File: src/rtl/result_scoreboard.sv
// Result scoreboard: queues expected words, compares them in order against observed words, and counts passes and fails.
// Optional first-fail capture ports are enabled by defining RESULT_SCOREBOARD_FIRST_FAIL_EN.
module result_scoreboard #(
    parameter int DATA_W = 32,
    parameter int DEPTH  = 8,
    parameter int CNT_W  = 32
) (
    input  logic              clk,
    input  logic              rst_n,
    input  logic              start,
    input  logic [CNT_W-1:0]  cfg_num_tests,
    input  logic              exp_valid,
    output logic              exp_ready,
    input  logic [DATA_W-1:0] exp_data,
    input  logic              obs_valid,
    input  logic [DATA_W-1:0] obs_data,
    output logic [CNT_W-1:0]  pass_cnt,
    output logic [CNT_W-1:0]  fail_cnt,
    output logic              orphan,
    output logic              busy,
    output logic              done
`ifdef RESULT_SCOREBOARD_FIRST_FAIL_EN
    ,
    output logic [CNT_W-1:0]  first_fail_idx,
    output logic [DATA_W-1:0] first_fail_exp,
    output logic [DATA_W-1:0] first_fail_obs
`endif
);

    localparam int AW = $clog2(DEPTH);
    localparam int OW = AW + 1;
    localparam logic [OW-1:0] FULL_OCC = OW'(DEPTH);

    typedef enum logic [1:0] {
        IDLE,
        RUN,
        DONE
    } state_t;

    state_t            state;
    logic [DATA_W-1:0] mem [DEPTH];
    logic [AW-1:0]     wr_ptr;
    logic [AW-1:0]     rd_ptr;
    logic [OW-1:0]     occ;
    logic [CNT_W-1:0]  remaining;

    logic              fifo_empty;
    logic              push;
    logic              obs_event;
    logic              pop;
    logic              orphan_event;
    logic              mismatch;
    logic              match;
    logic [DATA_W-1:0] head;

    // Occupancy is one bit wider than the pointers so full and empty never alias.
    assign fifo_empty   = (occ == '0);
    assign exp_ready    = (state == RUN) && (occ != FULL_OCC);
    assign busy         = (state == RUN);
    assign done         = (state == DONE);

    // A start pulse overrides any same-cycle push or observation.
    assign push         = exp_valid && exp_ready && !start;
    assign obs_event    = obs_valid && (state == RUN) && !start;
    assign pop          = obs_event && !fifo_empty;
    assign orphan_event = obs_event && fifo_empty;
    assign head         = mem[rd_ptr];
    assign mismatch     = pop && (head != obs_data);
    assign match        = pop && (head == obs_data);

    always_ff @(posedge clk) begin
        if (push) begin
            mem[wr_ptr] <= exp_data;
        end
    end

    always_ff @(posedge clk or negedge rst_n) begin
        if (!rst_n) begin
            state     <= IDLE;
            wr_ptr    <= '0;
            rd_ptr    <= '0;
            occ       <= '0;
            remaining <= '0;
            pass_cnt  <= '0;
            fail_cnt  <= '0;
            orphan    <= 1'b0;
        end else if (start) begin
            wr_ptr    <= '0;
            rd_ptr    <= '0;
            occ       <= '0;
            remaining <= cfg_num_tests;
            pass_cnt  <= '0;
            fail_cnt  <= '0;
            orphan    <= 1'b0;
            state     <= (cfg_num_tests == '0) ? DONE : RUN;
        end else begin
            if (push) begin
                wr_ptr <= wr_ptr + AW'(1);
            end
            if (pop) begin
                rd_ptr <= rd_ptr + AW'(1);
            end
            case ({push, pop})
                2'b10:   occ <= occ + OW'(1);
                2'b01:   occ <= occ - OW'(1);
                default: occ <= occ;
            endcase

            if (obs_event) begin
                remaining <= remaining - CNT_W'(1);
                if (remaining == CNT_W'(1)) begin
                    state <= DONE;
                end
                if (match && (pass_cnt != '1)) begin
                    pass_cnt <= pass_cnt + CNT_W'(1);
                end
                if ((mismatch || orphan_event) && (fail_cnt != '1)) begin
                    fail_cnt <= fail_cnt + CNT_W'(1);
                end
                if (orphan_event) begin
                    orphan <= 1'b1;
                end
            end
        end
    end

`ifdef RESULT_SCOREBOARD_FIRST_FAIL_EN
    logic [CNT_W-1:0] cmp_idx;
    logic             ff_seen;

    // Only the first failing comparison of a run is latched; later fails leave it alone.
    always_ff @(posedge clk or negedge rst_n) begin
        if (!rst_n) begin
            cmp_idx        <= '0;
            ff_seen        <= 1'b0;
            first_fail_idx <= '0;
            first_fail_exp <= '0;
            first_fail_obs <= '0;
        end else if (start) begin
            cmp_idx        <= '0;
            ff_seen        <= 1'b0;
            first_fail_idx <= '0;
            first_fail_exp <= '0;
            first_fail_obs <= '0;
        end else if (obs_event) begin
            cmp_idx <= cmp_idx + CNT_W'(1);
            if ((mismatch || orphan_event) && !ff_seen) begin
                ff_seen        <= 1'b1;
                first_fail_idx <= cmp_idx;
                first_fail_exp <= orphan_event ? '0 : head;
                first_fail_obs <= obs_data;
            end
        end
    end
`endif

endmodule

File: config.mk
export PLATFORM = sky130hd
export DESIGN_NAME = result_scoreboard
export DESIGN_NICKNAME = d
export VERILOG_FILES = /design/src/rtl/result_scoreboard.sv
export SDC_FILE = /design/constraint.sdc
export NUM_CORES = 1
export LEC_CHECK = 0
export ABC_AREA = 0
export CORE_MARGIN = 1.5
export CORE_UTILIZATION = 54
export DETAILED_ROUTE_END_ITERATION = 8
export PLACE_DENSITY_LB_ADDON = 0.15
export SYNTH_ARGS = -nofsm -noshare
export SYNTH_HDL_FRONTEND = slang
export SYNTH_SLANG_ARGS = --single-unit
File: constraint.sdc
create_clock -name clk -period 6.6 [get_ports clk]
set_clock_uncertainty 0.2 [all_clocks]
set_input_delay 0.99 -clock clk [delete_from_list [all_inputs] [get_ports clk]]
set_output_delay 0.99 -clock clk [all_outputs]
set_load 0.01 [all_outputs]
==> results of run 1 <==
## sequential cells by signal, indices dropped and copies added (netlist names)
name / flops
fail_cnt: 32
mem: 256
occ: 4
orphan: 1
pass_cnt: 32
rd_ptr: 3
remaining: 32
state: 2
wr_ptr: 3
## cells in the mapped netlist, types with 7 or more instances
cell / count / area share (%)
sky130_fd_sc_hd__a21oi_1: 52 / 1.6
sky130_fd_sc_hd__a22oi_1: 32 / 1.5
sky130_fd_sc_hd__and2_1: 7 / 0.27
sky130_fd_sc_hd__and3_1: 41 / 1.6
sky130_fd_sc_hd__buf_2: 10 / 0.31
sky130_fd_sc_hd__buf_6: 9 / 0.62
sky130_fd_sc_hd__clkbuf_1: 33 / 0.76
sky130_fd_sc_hd__dfrtp_1: 109 / 17
sky130_fd_sc_hd__edfxtp_1: 256 / 47
sky130_fd_sc_hd__ha_1: 8 / 0.61
sky130_fd_sc_hd__inv_1: 21 / 0.48
sky130_fd_sc_hd__mux2_2: 11 / 0.76
sky130_fd_sc_hd__mux2i_1: 81 / 5.0
sky130_fd_sc_hd__mux4_2: 32 / 4.4
sky130_fd_sc_hd__nand2_1: 86 / 2.0
sky130_fd_sc_hd__nand3_1: 19 / 0.58
sky130_fd_sc_hd__nand4_1: 17 / 0.65
sky130_fd_sc_hd__nor2_1: 66 / 1.5
sky130_fd_sc_hd__nor2b_1: 16 / 0.61
sky130_fd_sc_hd__nor3_1: 18 / 0.55
sky130_fd_sc_hd__nor4_1: 35 / 1.3
sky130_fd_sc_hd__o21a_1: 11 / 0.51
sky130_fd_sc_hd__o21ai_0: 34 / 1.0
sky130_fd_sc_hd__o31ai_1: 17 / 0.78
sky130_fd_sc_hd__or3_1: 7 / 0.27
sky130_fd_sc_hd__or4_1: 17 / 0.78
sky130_fd_sc_hd__xnor2_1: 39 / 2.1
sky130_fd_sc_hd__xor2_1: 25 / 1.3
## metal layers
layer	track usage, %	vias to the layer above	wire [um]
met1	32.5	5215	15800
met4	7.24	0	839
met5	0	-	0
met3	3.14	60	2000
li1	-	4934	-
met2	38.1	312	17100
## cell type report
cell class	count	area, um^2
clock buffers	60	1130
multi-input cells	747	5570
flip-flops and latches	365	10400
clock inverters	11	61.3
repair buffers	188	1830
fillers	2177	10100
well taps	390	488
inverters	21	78.8
## worst paths after layout
kind                       cells past startpoint       from  slack [ps]       endpoint
max                                           10  rd_ptr[1]        1690   fail_cnt[24]
min                                            1      rst_n         290   pass_cnt[11]
max reg2reg                                   10  rd_ptr[1]        1690   fail_cnt[24]
min reg2reg                                    2     orphan         350         orphan
max in group asynchronous                      2      rst_n        4650  remaining[11]
min in group clk                               2     orphan         350         orphan
## power groups by stage
stage / clock [mW] / combinational, mW / sequential, mW
2_1_floorplan: 0 / 0.263 / 2.57
3_3_place_gp: 0 / 0.388 / 2.61
3_5_place_dp: 0 / 0.394 / 2.61
4_1_cts: 2.05 / 0.397 / 2.57
5_1_grt: 2.15 / 0.431 / 2.57
6_report: 2.02 / 0.394 / 2.56
## worst max-delay path, delay by kind of cell, from the launching register on
family | cells | cell delay [ps]
and+or+nand+nor | 5 | 2480
buffers and inverters | 1 | 360
DFF | 1 | 920
muxes | 1 | 300
AOI/OAI and AO/OA | 3 | 510
## cells by family after synthesis
group	Yosys count
AOI/OAI and AO/OA	184
xor gates and xnor gates	64
buffers and inverters	81
and+or+nand+nor	364
muxes	126
DFF	365
adders and majority gates	9
## metrics by stage
stage	utilization, %	worst slack [ps]	area [um^2]	power (mW)
floorplan	-	890	16300	2.84
detailed placement	61.9	1730	18400	3.00
CTS	65.9	1700	19600	5.01
finish	65.9	1690	19600	4.97
global route	65.9	1350	19600	5.15
global placement	61.9	1810	18400	3.00
==> tab_implementation.tex, run 1 <==
\begin{tabular}{lr}
\hline
Metric & Value \\
\hline
\multicolumn{2}{l}{\textbf{Die}} \\
\quad Boundary pin count & 169 \\
\quad Core Region & 29700 um\^{}2 \\
\quad Die Ht & 177 um \\
\quad Starting utilization of the core area & 55.0\% \\
\quad Standard-cell row count & 63 \\
\quad Die footprint & 31300 um\^{}2 \\
\quad Chip Width & 177 um \\
\multicolumn{2}{l}{\textbf{Cells and area}} \\
\quad Area grow syn2layout & 19.8\% \\
\quad Ratio of cells with drive above 1 in the final layout & 10.1\% \\
\quad Count of non-filler cells in the finished layout & 1782 \\
\quad Count of antenna diodes in the layout & 0 \\
\quad Most frequent standard cell in the layout excluding fill and tap cells & sky130\_fd\_sc\_hd\_\_edfxtp\_1 \\
\quad Highest-count cells in the layout ignoring fill and taps & 256 x sky130\_fd\_sc\_hd\_\_edfxtp\_1, 166 x sky130\_fd\_sc\_hd\_\_clkdlybuf4s50\_1, 107 x sky130\_fd\_sc\_hd\_\_dfrtp\_1 \\
\quad Count of nets after finishing & 1472 \\
\multicolumn{2}{l}{\textbf{Power and ir drop}} \\
\quad Net Switching & 1.10 mW \\
\quad PD cells & 254 nW/um\^{}2 \\
\quad Peak VDD IR & 0.000184 V \\
\quad Leakage dissipation & 6.69 nW \\
\quad Power share of the clock group & 40.5\% \\
\quad Share of total power in sequential cells & 51.6\% \\
\quad Net switching fraction of the power & 22.1\% \\
\quad Total internal power & 3.87 mW \\
\quad Combinational power share & 7.9\% \\
\multicolumn{2}{l}{\textbf{STA}} \\
\quad Number of setup violations in the final report & 0 \\
\quad Shortest period the worst path allows & 4910 ps \\
\quad Worst hold margin & 295 ps \\
\quad Relative slew margins & 36.7\% \\
\quad Max frequency & 204 MHz \\
\quad Measured slew at the worst slew-check pin & 949 ps \\
\quad Post-Route Setup TNS & 0 ps \\
\quad Number of hold-slack violations in the final timing report & 0 \\
\quad Max-slew violation count & 0 \\
\quad Unrepaired setup endpoints after global routing & false \\
\quad Part of the cycle the worst path needs & 74.4\% \\
\multicolumn{2}{l}{\textbf{Routing}} \\
\quad Overall routed net length & 35.8 mm \\
\quad Antenna viol nets, final & 0 \\
\quad Via density & 5.90 \\
\quad DRC violations left & 0 \\
\quad Drt pass-1 iters & 5 \\
\quad Total vias in the final route & 10500 \\
\quad Average detailed-routed wire length per instance & 20.1 um \\
\quad First-iteration detailed-routing DRC count & 988 \\
\multicolumn{2}{l}{\textbf{Worst setup path}} \\
\quad Critical Path RT & 6800 ps \\
\quad Critical path fanouts, max & 47 \\
\quad Setup crit start kind & flip-flop \\
\quad Ordered list of cells on the worst path & nor2b\_1 -> a22oi\_1 -> a21oi\_1 -> o22ai\_1 -> nor4\_2 -> nand4\_2 -> nor2\_2 -> buf\_4 -> nor4\_1 -> mux2\_2 \\
\quad Type of element capturing the critical path & flip-flop \\
\quad CP max stage delay & 920 ps \\
\quad Data arrival, critical path & 5110 ps \\
\quad Critical Setup Path Class & flip-flop to flip-flop \\
\quad Cell with the largest stage delay on the worst path & sky130\_fd\_sc\_hd\_\_dfrtp\_4 \\
\multicolumn{2}{l}{\textbf{Global route}} \\
\quad Total track usage & 23.3\% \\
\quad GRT Residual Overflow & 0 \\
\quad Global-route wire length before repair & 56.0 mm \\
\quad Number of antenna violations at the first check in global routing & 0 \\
\quad Vias in the first global route & 10400 \\
\quad Maximum number of pins on one net before global-route repair & 93 \\
\multicolumn{2}{l}{\textbf{Clock network}} \\
\quad Number of buffers inserted by post-CTS setup repair & 0 \\
\quad Total number of H-tree levels & 2 \\
\quad TritonCTS Buffers & 39 \\
\quad Cell chosen for the clock root & sky130\_fd\_sc\_hd\_\_clkbuf\_16 \\
\quad CTS tree & built \\
\quad Hold buffer count at CTS & 0 \\
\quad Post-cts repair resize count & 0 \\
\quad Sink Count & 365 \\
\quad Source-to-sink clock delay at the later pin of the worst-skew pair & 530 ps \\
\quad Clk buf depth & 3 \\
\quad Worst-path clk slew & 60 ps \\
\multicolumn{2}{l}{\textbf{Yosys}} \\
\quad Top FF cell, synth & sky130\_fd\_sc\_hd\_\_edfxtp\_1 \\
\quad Area of the mapped netlist & 16300 um\^{}2 \\
\quad Post-synthesis compound-gate area fraction & 7.29\% \\
\quad Fraction of the mapped netlist area in adder cells & 0.735\% \\
\quad Multiplexer area fraction after synthesis & 10.3\% \\
\quad Synthesized Nets & 1303 \\
\quad Asr flop ratio synth & 29.9\% \\
\quad Register bit total from synthesis & 365 \\
\quad Synthesized-area fraction occupied by xor and xnor cells & 3.43\% \\
\quad Combinational family with the most area after synthesis & simple AND/OR/NAND/NOR gates \\
\quad Post-synth EDFFs & 256 \\
\quad Synthesized netlist cell count & 1193 \\
\quad Proportion of synthesized chip area in sequential cells & 63.7\% \\
\quad Count of synthesis-stage warnings from yosys & 0 \\
\quad Number of distinct library cell variants in the gate-level netlist after synthesis & 63 \\
\quad Synthesized area per cell & 13.7 um\^{}2 \\
\quad Simple-gate share of the synthesized area & 12.0\% \\
\multicolumn{2}{l}{\textbf{Placed design}} \\
\quad Weighted congestion reported at the end of routability-driven placement & 0.819 \\
\quad Post-detailed-placement half-perimeter wirelength & 22.4 mm \\
\quad Port buffer count & 168 \\
\quad Cell count after placement & 1711 \\
\multicolumn{2}{l}{\textbf{Flow run}} \\
\quad Max-capacitance violation count & 0 \\
\multicolumn{2}{l}{\textbf{Status}} \\
\quad Status & finished, final reports clean \\
\multicolumn{2}{l}{\textbf{Worst hold path}} \\
\quad Class of the most critical hold timing path & input port to async pin \\
\hline
\end{tabular}
(Power assumes the default switching activity.)
==> run 2, diff against run 1 <==
clock period = 5.1 ns   (was 6.6 ns; I/O delays follow)
==> run 2 against run 1 <==
  * Maximum frequency is 8.5% higher
  * Non-clock buffer count increased by 10
  * Critical path depth is the same
  * Core utilization is 0.78 points higher
  * Worst hold slack got worse by 88 ps
  * Register-to-register slack lost 1100 ps
  * Critical endpoint is now pass_cnt[25]
  * Highest routed layer unchanged
==> tab_implementation.tex, run 2 (synthesis gave the netlist of run 1 again) <==
\begin{tabular}{lr}
\hline
Metric & Value \\
\hline
\multicolumn{2}{l}{\textbf{STA}} \\
\quad Max-slew violation count & 0 (unchanged) \\
\quad Part of the cycle the worst path needs & 88.8\% (+14 points) \\
\quad Minimum setup slack in the final design & 572 ps (-1120 ps) \\
\quad Relative slew margins & 33.8\% (-3.0 points) \\
\quad Number of hold-slack violations in the final timing report & 0 (unchanged) \\
\quad Measured slew at the worst slew-check pin & 994 ps (+44.5 ps) \\
\quad Unrepaired setup endpoints after global routing & false \\
\quad Shortest period the worst path allows & 4530 ps (-383 ps) \\
\quad Post-Route Setup TNS & 0 ps (unchanged) \\
\quad Number of setup violations in the final report & 0 (unchanged) \\
\quad Max frequency & 221 MHz (+8.5\%) \\
\multicolumn{2}{l}{\textbf{Power and ir drop}} \\
\quad PD cells & 338 nW/um\^{}2 (+33\%) \\
\quad Leakage dissipation & 6.82 nW (+1.9\%) \\
\quad Total power after layout & 6.70 mW (+35\%) \\
\quad Peak VDD IR & 0.000202 V (+9.8\%) \\
\multicolumn{2}{l}{\textbf{Clock network}} \\
\quad Total number of H-tree levels & 2 (unchanged) \\
\quad Number of buffers inserted by post-CTS setup repair & 0 (unchanged) \\
\quad Hold buffer count at CTS & 0 (unchanged) \\
\quad Worst-path clk slew & 60 ps (about the same) \\
\quad Post-cts repair resize count & 0 (unchanged) \\
\quad Source-to-sink clock delay at the later pin of the worst-skew pair & 530 ps (about the same) \\
\quad CTS tree & built \\
\quad Clk buf depth & 3 (unchanged) \\
\quad Cell chosen for the clock root & sky130\_fd\_sc\_hd\_\_clkbuf\_16 \\
\quad Sink Count & 365 (unchanged) \\
\quad TritonCTS Buffers & 39 (unchanged) \\
\multicolumn{2}{l}{\textbf{Status}} \\
\quad Status & finished, final reports clean \\
\multicolumn{2}{l}{\textbf{Worst setup path}} \\
\quad Worst setup path end & pass\_cnt[25] \\
\quad Data arrival, critical path & 4730 ps (-380 ps) \\
\quad Setup crit start kind & flip-flop \\
\quad Endpoint of the most critical register-to-register path & pass\_cnt[25] \\
\quad Crit Reg-Reg Startpoint & rd\_ptr[1] \\
\quad Critical Setup Path Class & flip-flop to flip-flop \\
\quad Critical Path Source & rd\_ptr[1] \\
\quad Worst r2r path cells & 10 (unchanged) \\
\quad Minimum setup slack among reg-to-reg paths & 570 ps (-1120 ps) \\
\quad Critical path fanouts, max & 32 (-32\%) \\
\quad Critical Path RT & 5300 ps (-1500 ps) \\
\quad Type of element capturing the critical path & flip-flop \\
\multicolumn{2}{l}{\textbf{Placed design}} \\
\quad Weighted congestion reported at the end of routability-driven placement & 0.788 (-3.7\%) \\
\quad Post-detailed-placement half-perimeter wirelength & 23.3 mm (+4.3\%) \\
\quad Port buffer count & 168 (unchanged) \\
\quad Worst setup timing slack at the placement stage & 560 ps (-1170 ps) \\
\multicolumn{2}{l}{\textbf{Die}} \\
\quad Standard-cell row count & 63 (unchanged) \\
\quad Core Region & 29700 um\^{}2 (unchanged) \\
\quad Chip Width & 177 um (unchanged) \\
\quad Die Ht & 177 um (unchanged) \\
\quad Die footprint & 31300 um\^{}2 (unchanged) \\
\quad Boundary pin count & 169 (unchanged) \\
\quad Starting utilization of the core area & 55.0\% (unchanged) \\
\multicolumn{2}{l}{\textbf{Routing}} \\
\quad Average detailed-routed wire length per instance & 20.5 um (+2.1\%) \\
\quad Via density & 5.90 (about the same) \\
\quad First-iteration detailed-routing DRC count & 842 (-15\%) \\
\quad Total vias in the final route & 10600 (+0.68\%) \\
\quad DRC violations left & 0 (unchanged) \\
\quad Overall routed net length & 36.8 mm (+2.8\%) \\
\quad Drt pass-1 iters & 7 (+2) \\
\quad Antenna viol nets, final & 0 (unchanged) \\
\multicolumn{2}{l}{\textbf{Cells and area}} \\
\quad Max FFs per register & 256 (unchanged) \\
\quad Final-layout fill cell count & 2085 (-4.2\%) \\
\quad Area grow syn2layout & 21.2\% \\
\quad Final Core Density & 66.7\% (+0.78 points) \\
\quad Count of nets after finishing & 1482 (+0.68\%) \\
\quad Ratio of cells with drive above 1 in the final layout & 11.5\% (+1.4 points) \\
\quad Register with the highest flop count & mem \\
\quad Multi-input combinational cell area & 5600 um\^{}2 (+0.47\%) \\
\quad Highest-count cells in the layout ignoring fill and taps & 256 x sky130\_fd\_sc\_hd\_\_edfxtp\_1, 166 x sky130\_fd\_sc\_hd\_\_clkdlybuf4s50\_1, 107 x sky130\_fd\_sc\_hd\_\_dfrtp\_1 \\
\quad Most frequent standard cell in the layout excluding fill and tap cells & sky130\_fd\_sc\_hd\_\_edfxtp\_1 \\
\quad FF/Latch Area & 10400 um\^{}2 (unchanged) \\
\multicolumn{2}{l}{\textbf{Global route}} \\
\quad Global-route wire length before repair & 57.7 mm (+3.1\%) \\
\quad Maximum number of pins on one net before global-route repair & 86 (-7.5\%) \\
\quad Number of antenna violations at the first check in global routing & 2 (+2) \\
\quad Vias in the first global route & 10600 (+1.6\%) \\
\quad GRT Residual Overflow & 0 (unchanged) \\
\quad Total track usage & 23.9\% (+0.59 points) \\
\multicolumn{2}{l}{\textbf{Flow run}} \\
\quad Max-capacitance violation count & 0 (unchanged) \\
\multicolumn{2}{l}{\textbf{Worst hold path}} \\
\quad Class of the most critical hold timing path & input port to async pin \\
\hline
\end{tabular}
[run 2: changes by cell type in the layout (fill, tap and decap cells not counted), moves of 2 or more]
cell                        before  now
sky130_fd_sc_hd__buf_4          22   31
sky130_fd_sc_hd__clkbuf_1       16    7
sky130_fd_sc_hd__clkinv_2        2   10
sky130_fd_sc_hd__bufinv_16       0    5
sky130_fd_sc_hd__diode_2         0    2
sky130_fd_sc_hd__nor4_2          8    6
sky130_fd_sc_hd__nor4_4          0    2
[run 2: worst min-delay path by stage]
stage,to,slack [ps],startpoint
4_1_cts,rd_ptr[0],230,rst_n
3_3_place_gp,orphan,280,orphan
2_1_floorplan,fail_cnt[0],270,rst_n
6_report,pass_cnt[5],210,rst_n
5_1_grt,rd_ptr[0],280,rst_n
3_5_place_dp,orphan,300,orphan
[run 2: critical path: stages (launching register included)]
cell and delay (ps):
sky130_fd_sc_hd__dfrtp_4 800, sky130_fd_sc_hd__buf_4 320, sky130_fd_sc_hd__and2_1 450, sky130_fd_sc_hd__a22oi_1 190, sky130_fd_sc_hd__a21oi_1 170, sky130_fd_sc_hd__o22ai_1 110, sky130_fd_sc_hd__nor4_2 360, sky130_fd_sc_hd__nand4_2 450
sky130_fd_sc_hd__nor4_2 730, sky130_fd_sc_hd__and3_1 250, sky130_fd_sc_hd__mux2_1 320
[run 2: layout make-up]
class,instances,area share [%]
antenna,2,0.0253
clock buffer,49,5.32
clock inverter,23,1.25
inverter,21,0.398
multi-input combinational,747,28.3
sequential,365,52.6
tap,390,2.46
timing repair buffer,198,9.66
[run 2: power by group]
part	internal, mW	switching, mW	leakage (nW)
clock	1.72	1.14	0.646
sequential	3.24	0.0683	3.76
combinational	0.258	0.278	2.42
[run 2: through the flow]
stage | instance area [um^2] | std cells | hold slack (ps)
final | 19800 | 1795 | 206
after global routing | 19800 | 1794 | 276
after CTS | 19800 | 1793 | 232
after detailed placement | 18500 | 1721 | 301
after global placement | 18500 | 1721 | 280
after floorplan | 16400 | 1193 | 269
[run 2: metal layers]
layer,vias up,global-route usage (%),wire (um)
li1,4940,-,-
met1,5297,33.6,16000
met2,307,39.2,18300
met3,49,3.59,1970
met4,0,5.79,561
met5,-,0,0
